$ cat config.mk
export PLATFORM = sky130hd
export DESIGN_NAME = ysyx_22040365_operand_fetch_flat
export DESIGN_NICKNAME = d
export VERILOG_FILES = /design/src/rtl/ysyx_22040365_pkg.sv /design/src/rtl/ysyx_22040365_operand_fetch_if.sv /design/src/rtl/ysyx_22040365_scoreboard.sv /design/src/rtl/ysyx_22040365_operand_fetch.sv /design/src/flat_wrapper.sv
export SDC_FILE = /design/constraint.sdc
export NUM_CORES = 1
export LEC_CHECK = 0
export ABC_AREA = 1
export BUFFER_PORTS_ARGS = -buffer_cell sky130_fd_sc_hd__buf_2
export CAP_MARGIN = 5
export CORE_AREA = 2 2 230 232
export DETAILED_ROUTE_END_ITERATION = 10
export DIE_AREA = 0 0 232 234
export SYNTH_ARGS = -nofsm -noshare
export SYNTH_HDL_FRONTEND = slang
export SYNTH_SLANG_ARGS = --single-unit
$ cat constraint.sdc
create_clock -name clk -period 15.25 [get_ports clk]
set_input_delay 0.7625 -clock clk [delete_from_list [all_inputs] [get_ports clk]]
set_output_delay 0.7625 -clock clk [all_outputs]
set_load 0.005 [all_outputs]
$ cat src/rtl/ysyx_22040365_pkg.sv
// ysyx_22040365_pkg
// Shared types and constants for the ysyx_22040365 core:
//   XLEN      - datapath width
//   NREG      - number of architectural integer registers
//   REG_ZERO  - index of the hard-wired zero register
//   ex_payload_t    - fields carried from operand fetch to execute
//   wb_hit()        - same-cycle write-back match on a register index
//   select_operand() - operand value with write-back forwarding
package ysyx_22040365_pkg;

    localparam int XLEN = 64;
    localparam int NREG = 32;

    typedef logic [4:0] reg_idx_t;

    localparam reg_idx_t REG_ZERO = 5'd0;

    typedef struct packed {
        logic [XLEN-1:0] pc;
        logic [XLEN-1:0] src1;
        logic [XLEN-1:0] src2;
        reg_idx_t        rd;
        logic            rd_wen;
    } ex_payload_t;

    // A retiring write-back targets r this cycle. x0 never matches since
    // nothing is ever pending on it.
    function automatic logic wb_hit(input logic     wb_valid,
                                    input reg_idx_t wb_rd,
                                    input reg_idx_t r);
        return wb_valid && (wb_rd == r) && (r != REG_ZERO);
    endfunction

    // Unused or x0 sources read as zero; a same-cycle write-back wins over
    // the (stale) register file contents.
    function automatic logic [XLEN-1:0] select_operand(input logic            ren,
                                                       input reg_idx_t        rs,
                                                       input logic            wb_valid,
                                                       input reg_idx_t        wb_rd,
                                                       input logic [XLEN-1:0] wb_data,
                                                       input logic [XLEN-1:0] rf_rdata);
        if (!ren || rs == REG_ZERO) begin
            return '0;
        end
        if (wb_hit(wb_valid, wb_rd, rs)) begin
            return wb_data;
        end
        return rf_rdata;
    endfunction

endpackage

$ cat src/rtl/ysyx_22040365_operand_fetch_if.sv
// ysyx_22040365_operand_fetch_if
// Bundle of every bus the operand-fetch stage talks to:
//   decode     : id_valid/id_ready handshake and instruction fields
//   reg file   : read address/enable/data, write enable/address/data
//   write-back : wb_valid, wb_rd, wb_data
//   execute    : ex_valid/ex_ready handshake and registered fields
//   control    : flush in, stall_cnt out
// Modports:
//   slave  - the operand-fetch stage itself
//   master - its surroundings (decode, register file, write-back, execute)
interface ysyx_22040365_operand_fetch_if
    import ysyx_22040365_pkg::*;
#(
    parameter int W = XLEN
) ();

    // decode side
    logic         id_valid;
    logic         id_ready;
    logic [W-1:0] id_pc;
    reg_idx_t     id_rs1;
    reg_idx_t     id_rs2;
    logic         id_ren_rs1;
    logic         id_ren_rs2;
    reg_idx_t     id_rd;
    logic         id_rd_wen;

    // register file read ports
    reg_idx_t     rf_raddr1;
    reg_idx_t     rf_raddr2;
    logic         rf_ren1;
    logic         rf_ren2;
    logic [W-1:0] rf_rdata1;
    logic [W-1:0] rf_rdata2;

    // write-back and register file write port
    logic         wb_valid;
    reg_idx_t     wb_rd;
    logic [W-1:0] wb_data;
    logic         rf_wen;
    reg_idx_t     rf_waddr;
    logic [W-1:0] rf_wdata;

    // execute side
    logic         ex_valid;
    logic         ex_ready;
    logic [W-1:0] ex_pc;
    logic [W-1:0] ex_src1;
    logic [W-1:0] ex_src2;
    reg_idx_t     ex_rd;
    logic         ex_rd_wen;

    // control / status
    logic         flush;
    logic [31:0]  stall_cnt;

    modport slave (
        input  id_valid, id_pc, id_rs1, id_rs2, id_ren_rs1, id_ren_rs2, id_rd, id_rd_wen,
        output id_ready,
        output rf_raddr1, rf_raddr2, rf_ren1, rf_ren2,
        input  rf_rdata1, rf_rdata2,
        input  wb_valid, wb_rd, wb_data,
        output rf_wen, rf_waddr, rf_wdata,
        output ex_valid, ex_pc, ex_src1, ex_src2, ex_rd, ex_rd_wen,
        input  ex_ready,
        input  flush,
        output stall_cnt
    );

    modport master (
        output id_valid, id_pc, id_rs1, id_rs2, id_ren_rs1, id_ren_rs2, id_rd, id_rd_wen,
        input  id_ready,
        input  rf_raddr1, rf_raddr2, rf_ren1, rf_ren2,
        output rf_rdata1, rf_rdata2,
        output wb_valid, wb_rd, wb_data,
        input  rf_wen, rf_waddr, rf_wdata,
        input  ex_valid, ex_pc, ex_src1, ex_src2, ex_rd, ex_rd_wen,
        output ex_ready,
        output flush,
        input  stall_cnt
    );

endinterface

$ cat src/rtl/ysyx_22040365_scoreboard.sv
// ysyx_22040365_scoreboard
// Busy scoreboard: one bit per architectural register, set when an
// instruction that writes it is issued and cleared on its write-back or
// when it is flushed from the output register before execute takes it.
// Ports:
//   clk, rst            - clock, asynchronous active-high reset
//   rs1/rs2, ren1/ren2  - source query of the instruction in decode
//   rd, rd_wen          - destination query of the instruction in decode
//   wb_valid, wb_rd     - retiring write-back (clears, and forwards)
//   kill_en, kill_idx   - clear for a flushed, not-yet-executed writer
//   set_en, set_idx     - mark a newly issued writer
//   hazard              - RAW on either source or WAW on the destination
module ysyx_22040365_scoreboard
    import ysyx_22040365_pkg::*;
(
    input  logic     clk,
    input  logic     rst,
    input  reg_idx_t rs1,
    input  reg_idx_t rs2,
    input  logic     ren1,
    input  logic     ren2,
    input  reg_idx_t rd,
    input  logic     rd_wen,
    input  logic     wb_valid,
    input  reg_idx_t wb_rd,
    input  logic     kill_en,
    input  reg_idx_t kill_idx,
    input  logic     set_en,
    input  reg_idx_t set_idx,
    output logic     hazard
);

    logic [NREG-1:0] busy;
    logic [NREG-1:0] busy_next;
    logic            raw1;
    logic            raw2;
    logic            waw;

    // A pending register that is being written back this very cycle is not a
    // hazard: its value is forwarded, and a new writer may follow it.
    always_comb begin
        raw1   = ren1 && (rs1 != REG_ZERO) && busy[rs1] && !wb_hit(wb_valid, wb_rd, rs1);
        raw2   = ren2 && (rs2 != REG_ZERO) && busy[rs2] && !wb_hit(wb_valid, wb_rd, rs2);
        waw    = rd_wen && (rd != REG_ZERO) && busy[rd] && !wb_hit(wb_valid, wb_rd, rd);
        hazard = raw1 || raw2 || waw;
    end

    // Clears first, set last, so a new writer keeps its bit even when an
    // older write to the same register retires in the same cycle.
    always_comb begin
        // NOTE: start from the current value so every path assigns busy_next
        // and no latch is inferred.
        busy_next = busy;
        if (wb_valid) begin
            busy_next[wb_rd] = 1'b0;
        end
        if (kill_en) begin
            busy_next[kill_idx] = 1'b0;
        end
        if (set_en) begin
            busy_next[set_idx] = 1'b1;
        end
        busy_next[REG_ZERO] = 1'b0;
    end

    always_ff @(posedge clk or posedge rst) begin
        // NOTE: state updates use non-blocking assignments so every flop
        // samples pre-edge values regardless of statement order.
        if (rst) begin
            busy <= '0;
        end else begin
            busy <= busy_next;
        end
    end

endmodule

$ cat src/rtl/ysyx_22040365_operand_fetch.sv
// ysyx_22040365_operand_fetch
// Operand-fetch stage between decode and execute. Reads both source
// operands from the register file, forwards a same-cycle write-back over
// the register file data, stalls decode on RAW/WAW hazards through the busy
// scoreboard, and holds the result in a valid/ready register toward execute.
// Ports:
//   clk  - core clock, all state on posedge
//   rst  - asynchronous, active-high reset
//   bus  - slave side of ysyx_22040365_operand_fetch_if (decode, register
//          file, write-back, execute, flush and stall_cnt)
module ysyx_22040365_operand_fetch
    import ysyx_22040365_pkg::*;
(
    input  logic                           clk,
    input  logic                           rst,
    ysyx_22040365_operand_fetch_if.slave   bus
);

    logic            hazard;
    logic            accept;
    logic            set_en;
    logic            kill_en;
    logic            ex_valid_q;
    ex_payload_t     ex_q;
    ex_payload_t     ex_d;
    logic [31:0]     stall_cnt_q;

    // Register file read side is a straight pass-through of decode.
    assign bus.rf_raddr1 = bus.id_rs1;
    assign bus.rf_raddr2 = bus.id_rs2;
    assign bus.rf_ren1   = bus.id_ren_rs1;
    assign bus.rf_ren2   = bus.id_ren_rs2;

    // Writes to x0 are dropped at the register file port.
    assign bus.rf_wen    = bus.wb_valid && (bus.wb_rd != REG_ZERO);
    assign bus.rf_waddr  = bus.wb_rd;
    assign bus.rf_wdata  = bus.wb_data;

    // The output register can take a new instruction when it is empty or is
    // being drained this cycle; flush always blocks the load.
    assign bus.id_ready = !bus.flush && !hazard && (!ex_valid_q || bus.ex_ready);
    assign accept       = bus.id_valid && bus.id_ready;

    assign set_en  = accept && bus.id_rd_wen && (bus.id_rd != REG_ZERO);
    // Only a writer still sitting in the output register is killed; anything
    // execute has already taken releases its bit on write-back.
    assign kill_en = bus.flush && ex_valid_q && ex_q.rd_wen;

    ysyx_22040365_scoreboard u_scoreboard (
        .clk      (clk),
        .rst      (rst),
        .rs1      (bus.id_rs1),
        .rs2      (bus.id_rs2),
        .ren1     (bus.id_ren_rs1),
        .ren2     (bus.id_ren_rs2),
        .rd       (bus.id_rd),
        .rd_wen   (bus.id_rd_wen),
        .wb_valid (bus.wb_valid),
        .wb_rd    (bus.wb_rd),
        .kill_en  (kill_en),
        .kill_idx (ex_q.rd),
        .set_en   (set_en),
        .set_idx  (bus.id_rd),
        .hazard   (hazard)
    );

    always_comb begin
        ex_d.pc     = bus.id_pc;
        ex_d.src1   = select_operand(bus.id_ren_rs1, bus.id_rs1, bus.wb_valid,
                                     bus.wb_rd, bus.wb_data, bus.rf_rdata1);
        ex_d.src2   = select_operand(bus.id_ren_rs2, bus.id_rs2, bus.wb_valid,
                                     bus.wb_rd, bus.wb_data, bus.rf_rdata2);
        ex_d.rd     = bus.id_rd;
        ex_d.rd_wen = bus.id_rd_wen;
    end

    // Payload only moves on accept, which keeps it stable while execute is
    // back-pressuring and keeps the last value after it drains.
    always_ff @(posedge clk or posedge rst) begin
        if (rst) begin
            ex_valid_q <= 1'b0;
            ex_q       <= '0;
        end else if (accept) begin
            ex_valid_q <= 1'b1;
            ex_q       <= ex_d;
        end else if (bus.ex_ready || bus.flush) begin
            ex_valid_q <= 1'b0;
        end
    end

    // Counts cycles decode was held back by a hazard; back-pressure from
    // execute or a flush alone does not count. Wraps naturally at 2^32.
    always_ff @(posedge clk or posedge rst) begin
        if (rst) begin
            stall_cnt_q <= '0;
        end else if (bus.id_valid && hazard) begin
            stall_cnt_q <= stall_cnt_q + 32'd1;
        end
    end

    assign bus.ex_valid  = ex_valid_q;
    assign bus.ex_pc     = ex_q.pc;
    assign bus.ex_src1   = ex_q.src1;
    assign bus.ex_src2   = ex_q.src2;
    assign bus.ex_rd     = ex_q.rd;
    assign bus.ex_rd_wen = ex_q.rd_wen;
    assign bus.stall_cnt = stall_cnt_q;

endmodule

$ cat src/flat_wrapper.sv
// flat-port wrapper written by rule: the top's interface ports become plain ports
module ysyx_22040365_operand_fetch_flat import ysyx_22040365_pkg::*;
  (clk, rst, bus_id_valid, bus_id_pc, bus_id_rs1, bus_id_rs2, bus_id_ren_rs1, bus_id_ren_rs2, bus_id_rd, bus_id_rd_wen, bus_id_ready, bus_rf_raddr1, bus_rf_raddr2, bus_rf_ren1, bus_rf_ren2, bus_rf_rdata1, bus_rf_rdata2, bus_wb_valid, bus_wb_rd, bus_wb_data, bus_rf_wen, bus_rf_waddr, bus_rf_wdata, bus_ex_valid, bus_ex_pc, bus_ex_src1, bus_ex_src2, bus_ex_rd, bus_ex_rd_wen, bus_ex_ready, bus_flush, bus_stall_cnt);
  ysyx_22040365_operand_fetch_if bus_i ();
  input  logic clk;
  input  logic rst;
  input wire logic [$bits(bus_i.id_valid)-1:0] bus_id_valid;
  input wire logic [$bits(bus_i.id_pc)-1:0] bus_id_pc;
  input wire logic [$bits(bus_i.id_rs1)-1:0] bus_id_rs1;
  input wire logic [$bits(bus_i.id_rs2)-1:0] bus_id_rs2;
  input wire logic [$bits(bus_i.id_ren_rs1)-1:0] bus_id_ren_rs1;
  input wire logic [$bits(bus_i.id_ren_rs2)-1:0] bus_id_ren_rs2;
  input wire logic [$bits(bus_i.id_rd)-1:0] bus_id_rd;
  input wire logic [$bits(bus_i.id_rd_wen)-1:0] bus_id_rd_wen;
  output wire logic [$bits(bus_i.id_ready)-1:0] bus_id_ready;
  output wire logic [$bits(bus_i.rf_raddr1)-1:0] bus_rf_raddr1;
  output wire logic [$bits(bus_i.rf_raddr2)-1:0] bus_rf_raddr2;
  output wire logic [$bits(bus_i.rf_ren1)-1:0] bus_rf_ren1;
  output wire logic [$bits(bus_i.rf_ren2)-1:0] bus_rf_ren2;
  input wire logic [$bits(bus_i.rf_rdata1)-1:0] bus_rf_rdata1;
  input wire logic [$bits(bus_i.rf_rdata2)-1:0] bus_rf_rdata2;
  input wire logic [$bits(bus_i.wb_valid)-1:0] bus_wb_valid;
  input wire logic [$bits(bus_i.wb_rd)-1:0] bus_wb_rd;
  input wire logic [$bits(bus_i.wb_data)-1:0] bus_wb_data;
  output wire logic [$bits(bus_i.rf_wen)-1:0] bus_rf_wen;
  output wire logic [$bits(bus_i.rf_waddr)-1:0] bus_rf_waddr;
  output wire logic [$bits(bus_i.rf_wdata)-1:0] bus_rf_wdata;
  output wire logic [$bits(bus_i.ex_valid)-1:0] bus_ex_valid;
  output wire logic [$bits(bus_i.ex_pc)-1:0] bus_ex_pc;
  output wire logic [$bits(bus_i.ex_src1)-1:0] bus_ex_src1;
  output wire logic [$bits(bus_i.ex_src2)-1:0] bus_ex_src2;
  output wire logic [$bits(bus_i.ex_rd)-1:0] bus_ex_rd;
  output wire logic [$bits(bus_i.ex_rd_wen)-1:0] bus_ex_rd_wen;
  input wire logic [$bits(bus_i.ex_ready)-1:0] bus_ex_ready;
  input wire logic [$bits(bus_i.flush)-1:0] bus_flush;
  output wire logic [$bits(bus_i.stall_cnt)-1:0] bus_stall_cnt;
  assign bus_i.id_valid = bus_id_valid;
  assign bus_i.id_pc = bus_id_pc;
  assign bus_i.id_rs1 = bus_id_rs1;
  assign bus_i.id_rs2 = bus_id_rs2;
  assign bus_i.id_ren_rs1 = bus_id_ren_rs1;
  assign bus_i.id_ren_rs2 = bus_id_ren_rs2;
  assign bus_i.id_rd = bus_id_rd;
  assign bus_i.id_rd_wen = bus_id_rd_wen;
  assign bus_id_ready = bus_i.id_ready;
  assign bus_rf_raddr1 = bus_i.rf_raddr1;
  assign bus_rf_raddr2 = bus_i.rf_raddr2;
  assign bus_rf_ren1 = bus_i.rf_ren1;
  assign bus_rf_ren2 = bus_i.rf_ren2;
  assign bus_i.rf_rdata1 = bus_rf_rdata1;
  assign bus_i.rf_rdata2 = bus_rf_rdata2;
  assign bus_i.wb_valid = bus_wb_valid;
  assign bus_i.wb_rd = bus_wb_rd;
  assign bus_i.wb_data = bus_wb_data;
  assign bus_rf_wen = bus_i.rf_wen;
  assign bus_rf_waddr = bus_i.rf_waddr;
  assign bus_rf_wdata = bus_i.rf_wdata;
  assign bus_ex_valid = bus_i.ex_valid;
  assign bus_ex_pc = bus_i.ex_pc;
  assign bus_ex_src1 = bus_i.ex_src1;
  assign bus_ex_src2 = bus_i.ex_src2;
  assign bus_ex_rd = bus_i.ex_rd;
  assign bus_ex_rd_wen = bus_i.ex_rd_wen;
  assign bus_i.ex_ready = bus_ex_ready;
  assign bus_i.flush = bus_flush;
  assign bus_stall_cnt = bus_i.stall_cnt;
  ysyx_22040365_operand_fetch u_core (.clk(clk), .rst(rst), .bus(bus_i));
endmodule
==> results.cfg, run 1 <==
[finish]
areaGrowthSynthToFinish_pct = 25.3
nets = 2886
fin_area_mm2 = 0.0191
final_cells = 3313
drive_gt1_share_pct = 25.8

[critical_path]
max_stage_delay_ns = 0.73
path_cells = buf_2 > inv_2 > nand4_1 > nand2_1 > nor2_4 > buf_4 > nor2_4 > buf_4 > nand3_1 > nand3_4 > nor2_4 > buf_4 > buf_2
worst_ep_required_time_ns = 14.49
start_kind = input port
worstPathMaxFanout = 72
slowest_stage = buf_4
end_kind = output port
arrival_ns = 4.56
path_delay_family = buffers and inverters
cp_num_buf_inv = 6
reg2reg_setup_slack_ns = 11.43
path_class = input port to output port

[clock_tree]
cts_made_buffers = 35
cts_tree = done
cts_sinks = 262
postCtsSetupRepairBufs = 0
holdBufCountCts = 0
cts_root_buf = clkbuf_16
h-tree-depth = 2
cts.clk_slew.worst_paths_ns = 0.06
clk_path_buf_depth = 3
post_cts_resized = 0
insertion_delay_ns = 0.54

[sta]
hold_violations = 0
fin_ws_ns = 9.93
tns_ns = 0
relSlewSlack_pct = 35.1
fmax_mhz = 188
setup_violations = 0
maxSlewViolCount = 0
min_period_ns = 5.32
rsz0062_at_grt = no
fin_crit_sh_pct = 34.9
tightest_slew_ns = 0.973
final.setup_skew_ns = 0.0215

[synthesis]
synthTopCellsByArea = dfrtp_1, nand2_1, nand3_1, buf_4, inv_1
synth_seq_cells = 262
synth_nets = 2458
syn-cell-area_mm2 = 0.0153
synth_top_cell_area_share_pct = 43.0
synthCells = 2172
synth_top_cell_by_area = dfrtp_1
ys_types = 30
ys_warn_count = 0
synth_seq_area_share_pct = 43.0
postSynthAreaPerCell_um2 = 7.02

[route]
drtIter0Drc = 1172
antenna_left = 0
wire_per_inst_um = 18.7
drcViolationCount = 0
num_vias = 16211
viasPerCell = 4.89
dr.pass1.iters = 7
wl_mm = 62.0

[global_route]
grt_first_pass_wirelength_mm = 92.6
overflow = 0
first_global_vias = 15201
grt_max_degree = 151
grt_use_total_pct = 22.0
antenna_found_initial = 11

[placement]
dp_hpwl_mm = 42.9
dp_cells = 3251
gp_congestion = 0.896
place_ws_ns = 9.57
placed_cell_area_mm2 = 0.0180
port-buffer-count = 598

[power]
ir_worst_vdd_uv = 51.6
p_per_area_mw_per_mm2 = 116
total_power_w = 0.00221
p_leak_nw = 10.9

[floorplanning]
die_h_um = 234
fp.dieW_um = 232
std_cell_rows = 84
io_pins = 599
core_area_mm2 = 0.0520
start_util_pct = 29.3
dieArea_mm2 = 0.0543

[run_status]
status = completed

[min_path]
hold_class = input port to asynchronous set/reset pin

[flow_run]
cap_violations = 0
[power breakdown]
part | internal [W] | total [W] | switching, W | leakage (nW)
Clock | 0.000462 | 0.000784 | 0.000322 | 0.514
Combinational | 0.000198 | 0.000520 | 0.000322 | 6.92
Sequential | 0.000819 | 0.000910 | 0.0000912 | 3.42
[registers in the layout, indices dropped and copies added, names as in the netlist]
name / flops
u_core.bus.ex_pc: 64
u_core.bus.ex_rd: 5
u_core.bus.ex_rd_wen: 1
u_core.bus.ex_src1: 64
u_core.bus.ex_src2: 64
u_core.bus.ex_valid: 1
u_core.bus.stall_cnt: 32
u_core.u_scoreboard.busy: 31
[logic make-up (layout without fill, tap and decap cells)]
family | Yosys count | count (layout) | synth area share, %
flops | 262 | 262 | 43.0
fa+ha+maj | 1 | 1 | 0.0820
simple gates | 1471 | 1471 | 40.8
buf+inv | 324 | 773 | 10.7
xor+xnor | 35 | 35 | 2.01
compound gates | 79 | 79 | 3.47
other cells | 0 | 4 | 0
[final cells by class]
class,count,area [µm²]
Fill cell,5689,32900
Multi-Input combinational cell,1586,7110
Sequential cell,262,6560
Timing Repair Buffer,612,3120
Clock buffer,52,1020
Tap cell,688,861
Inverter,103,394
Clock inverter,6,38.8
Antenna cell,4,10.0
[cells in the mapped netlist]
cell type  count
o221ai_1      29
xor2_1        13
clkbuf_2       1
nand2_2        1
nand3_1      410
o22ai_1        2
nor4_1         3
inv_1         94
nor3_2         1
buf_2         42
buf_4         92
xnor2_1       22
nand2_1      905
dfrtp_1      262
a21oi_1       10
nor2_4         1
nor3_1        32
nand3_4        1
o21ai_0       16
ha_1           1
clkbuf_1      77
buf_1          7
inv_2          9
a21boi_0       2
o211ai_1       7
o21ai_1       13
nor3b_1        1
buf_6          2
nor2_1        74
nand4_1       42
[cell usage in the layout, fill, tap and decap left out, types with 3 or more instances in the layout]
cell,n
nand2_1,905
buf_2,597
nand3_1,410
dfrtp_1,262
inv_1,93
nor2_1,70
nand4_1,42
clkbuf_16,37
nor3_1,32
o221ai_1,29
xnor2_1,22
o21ai_0,16
o21ai_1,13
xor2_1,13
buf_4,13
clkbuf_1,11
a21oi_1,10
inv_2,9
o211ai_1,7
nor2_4,5
clkbuf_8,5
diode_2,4
nor4_1,3
clkinv_2,3
[final timing paths]
check,start,to,cells after the start
setup reg to reg,u_core.u_scoreboard.busy[7],u_core.bus.ex_src1[10],15
max in group asynchronous,rst,u_core.bus.ex_src2[40],3
setup / recovery,bus_id_rs2[0],bus_id_ready,13
min in group clk,bus_flush,u_core.bus.ex_valid,2
hold reg to reg,u_core.bus.ex_pc[4],u_core.bus.ex_pc[4],2
hold / removal,rst,u_core.bus.ex_pc[58],2
[metrics by stage]
stage	util [%]	hold slack [ns]
after floorplan	-	0.465
after global placement	34.7	0.450
after detailed placement	34.7	0.453
after CTS	36.7	0.383
after global routing	36.7	0.423
final	36.7	0.401
[metal layers]
layer | wire [µm] | GRT usage, % | share of wire [%]
met1 | 26000 | 29.1 | 42
met4 | 2200 | 9.23 | 3.5
met2 | 28800 | 34.7 | 46
met5 | 74 | 0 | 0.12
met3 | 4960 | 4.96 | 8.0
Note: power is estimated with default switching activity, not from simulation.
==> run 2: changes to the inputs <==
==> constraint.sdc (replaced) <==
create_clock -name clk -period 5.4 [get_ports clk]
set_input_delay 0.27 -clock clk [delete_from_list [all_inputs] [get_ports clk]]
set_output_delay 0.27 -clock clk [all_outputs]
set_load 0.005 [all_outputs]
==> results.cfg, run 2 (synthesized netlist as in run 1, its figures left out) <==
[floorplanning]
die_h_um = 234
io_pins = 599
start_util_pct = 29.3
core_area_mm2 = 0.0520
fp.dieW_um = 232
std_cell_rows = 84
dieArea_mm2 = 0.0543

[critical_path]
path_class = flop to output port
rr_endpoint = u_core.bus.ex_pc[44]
start_kind = flop
end_kind = output port
arrival_ns = 3.38
worstPathMaxFanout = 72
worst_ep_required_time_ns = 5.13
ff2ff_path_depth = 14
r2r-start = u_core.u_scoreboard.busy[4]
reg2reg_setup_slack_ns = 2.21

[clock_tree]
postCtsSetupRepairBufs = 0
cts.clk_slew.worst_paths_ns = 0.06
cts_made_buffers = 31
h-tree-depth = 1
cts_tree = done
insertion_delay_ns = 0.60
post_cts_resized = 0
cts_sinks = 262
clk_path_buf_depth = 3
cts_root_buf = clkbuf_16

[min_path]
min_path_cells = 5
hold_class = input port to flop
min_to = u_core.bus.ex_src1[2]
min-delay-start = bus_rf_rdata1[2]

[route]
drtIter0Drc = 1327
drcViolationCount = 0
viasPerCell = 4.89
dr.pass1.iters = 5
num_vias = 17028
wire_per_inst_um = 18.3
antenna_left = 0
wl_mm = 63.7

[placement]
gp_congestion = 0.923
dp_cells = 3253
place_ws_ns = 1.86
dp_hpwl_mm = 43.7
port-buffer-count = 598

[sta]
maxSlewViolCount = 0
tns_ns = 0
fin_ws_ns = 1.75
rsz0062_at_grt = no
tightest_slew_ns = 1.02
hold_violations = 0
relSlewSlack_pct = 32.2
setup_violations = 0
fin_crit_sh_pct = 67.6
fmax_mhz = 274
min_period_ns = 3.65
final.setup_skew_ns = 0.0299

[global_route]
grt_use_total_pct = 22.4
grt_first_pass_wirelength_mm = 95.4
antenna_found_initial = 10
first_global_vias = 16378
overflow = 0
grt_max_degree = 159

[finish]
layout_common_cells = nand2_1, buf_2, nand3_1
nets = 3051
areaGrowthSynthToFinish_pct = 36.7
final_common_cell = nand2_1
fillers = 5410
final_cells = 3483
drive_gt1_share_pct = 24.7

[flow_run]
cap_violations = 0

[power]
ir_worst_vdd_uv = 227
p_per_area_mw_per_mm2 = 307
p_leak_nw = 11.6

[run_status]
status = completed
## run 2: repair_timing
action | CTS | global route
endpoints found under the hold margin | 196 | 0
endpoints found under the setup margin | 0 | 0
hold buffers | 167 | 0
## run 2: critical path, stage by stage, from the launching register on
cell and delay, ns:
dfrtp_1 0.39, inv_1 0.17, nand2_1 0.08, nand3_1 0.07, nand2_1 0.05, nand2_1 0.07
nand2_1 0.05, nor2_1 0.14, nand2_1 0.08, nand3_1 0.17, nand3_4 0.33, nor2_4 0.31
buf_4 0.61, buf_2 0.23
## run 2: stage by stage
step                hold slack, ns  total power (W)  util [%]  cell area (µm²)
global placement             0.449          0.00406      34.7            18100
floorplan                    0.361          0.00331         -            15300
finish                      0.0382          0.00640      40.1            20900
CTS                        0.00133          0.00647      40.1            20800
global route                0.0273          0.00676      40.1            20900
detailed placement           0.453          0.00407      34.7            18100
## run 2: how the worst max path moves through the flow
stage	start	endpoint	slack [ns]	depth (start not counted)
3_3_place_gp	bus_id_rd[0]	u_core.bus.ex_src2[56]	1.96	14
5_1_grt	u_core.u_scoreboard.busy[4]	bus_id_ready	1.52	13
4_1_cts	u_core.u_scoreboard.busy[4]	bus_id_ready	1.74	13
2_1_floorplan	rst	u_core.bus.ex_pc[0]	1.67	1
3_5_place_dp	bus_id_rd[0]	u_core.bus.ex_src2[37]	1.86	14
6_report	u_core.u_scoreboard.busy[4]	bus_id_ready	1.75	13
## run 2: layer usage
| metal | routed length [µm] | share of wire (%) | global-route usage, % |
|---|---|---|---|
| met2 | 30600 | 48 | 37.0 |
| met1 | 25500 | 40 | 28.6 |
| met4 | 2310 | 3.6 | 8.51 |
| met3 | 5290 | 8.3 | 4.84 |
| met5 | 45 | 0.071 | 0 |
## run 2: where the power goes
part,switching (W),total (W),internal (W)
logic,0.000926,0.00157,0.000639
registers,0.000266,0.00258,0.00231
clock network,0.000907,0.00226,0.00135
## run 2: final cells by class
cell class | instances | area (µm²) | area share [%]
clock inverters | 17 | 210 | 1.01
diodes | 5 | 12.5 | 0.0600
repair buffers | 781 | 4820 | 23.1
clock buffers | 41 | 893 | 4.28
inverters | 103 | 390 | 1.87
multi-input cells | 1586 | 7110 | 34.1
flip-flops and latches | 262 | 6560 | 31.4
well taps | 688 | 861 | 4.13
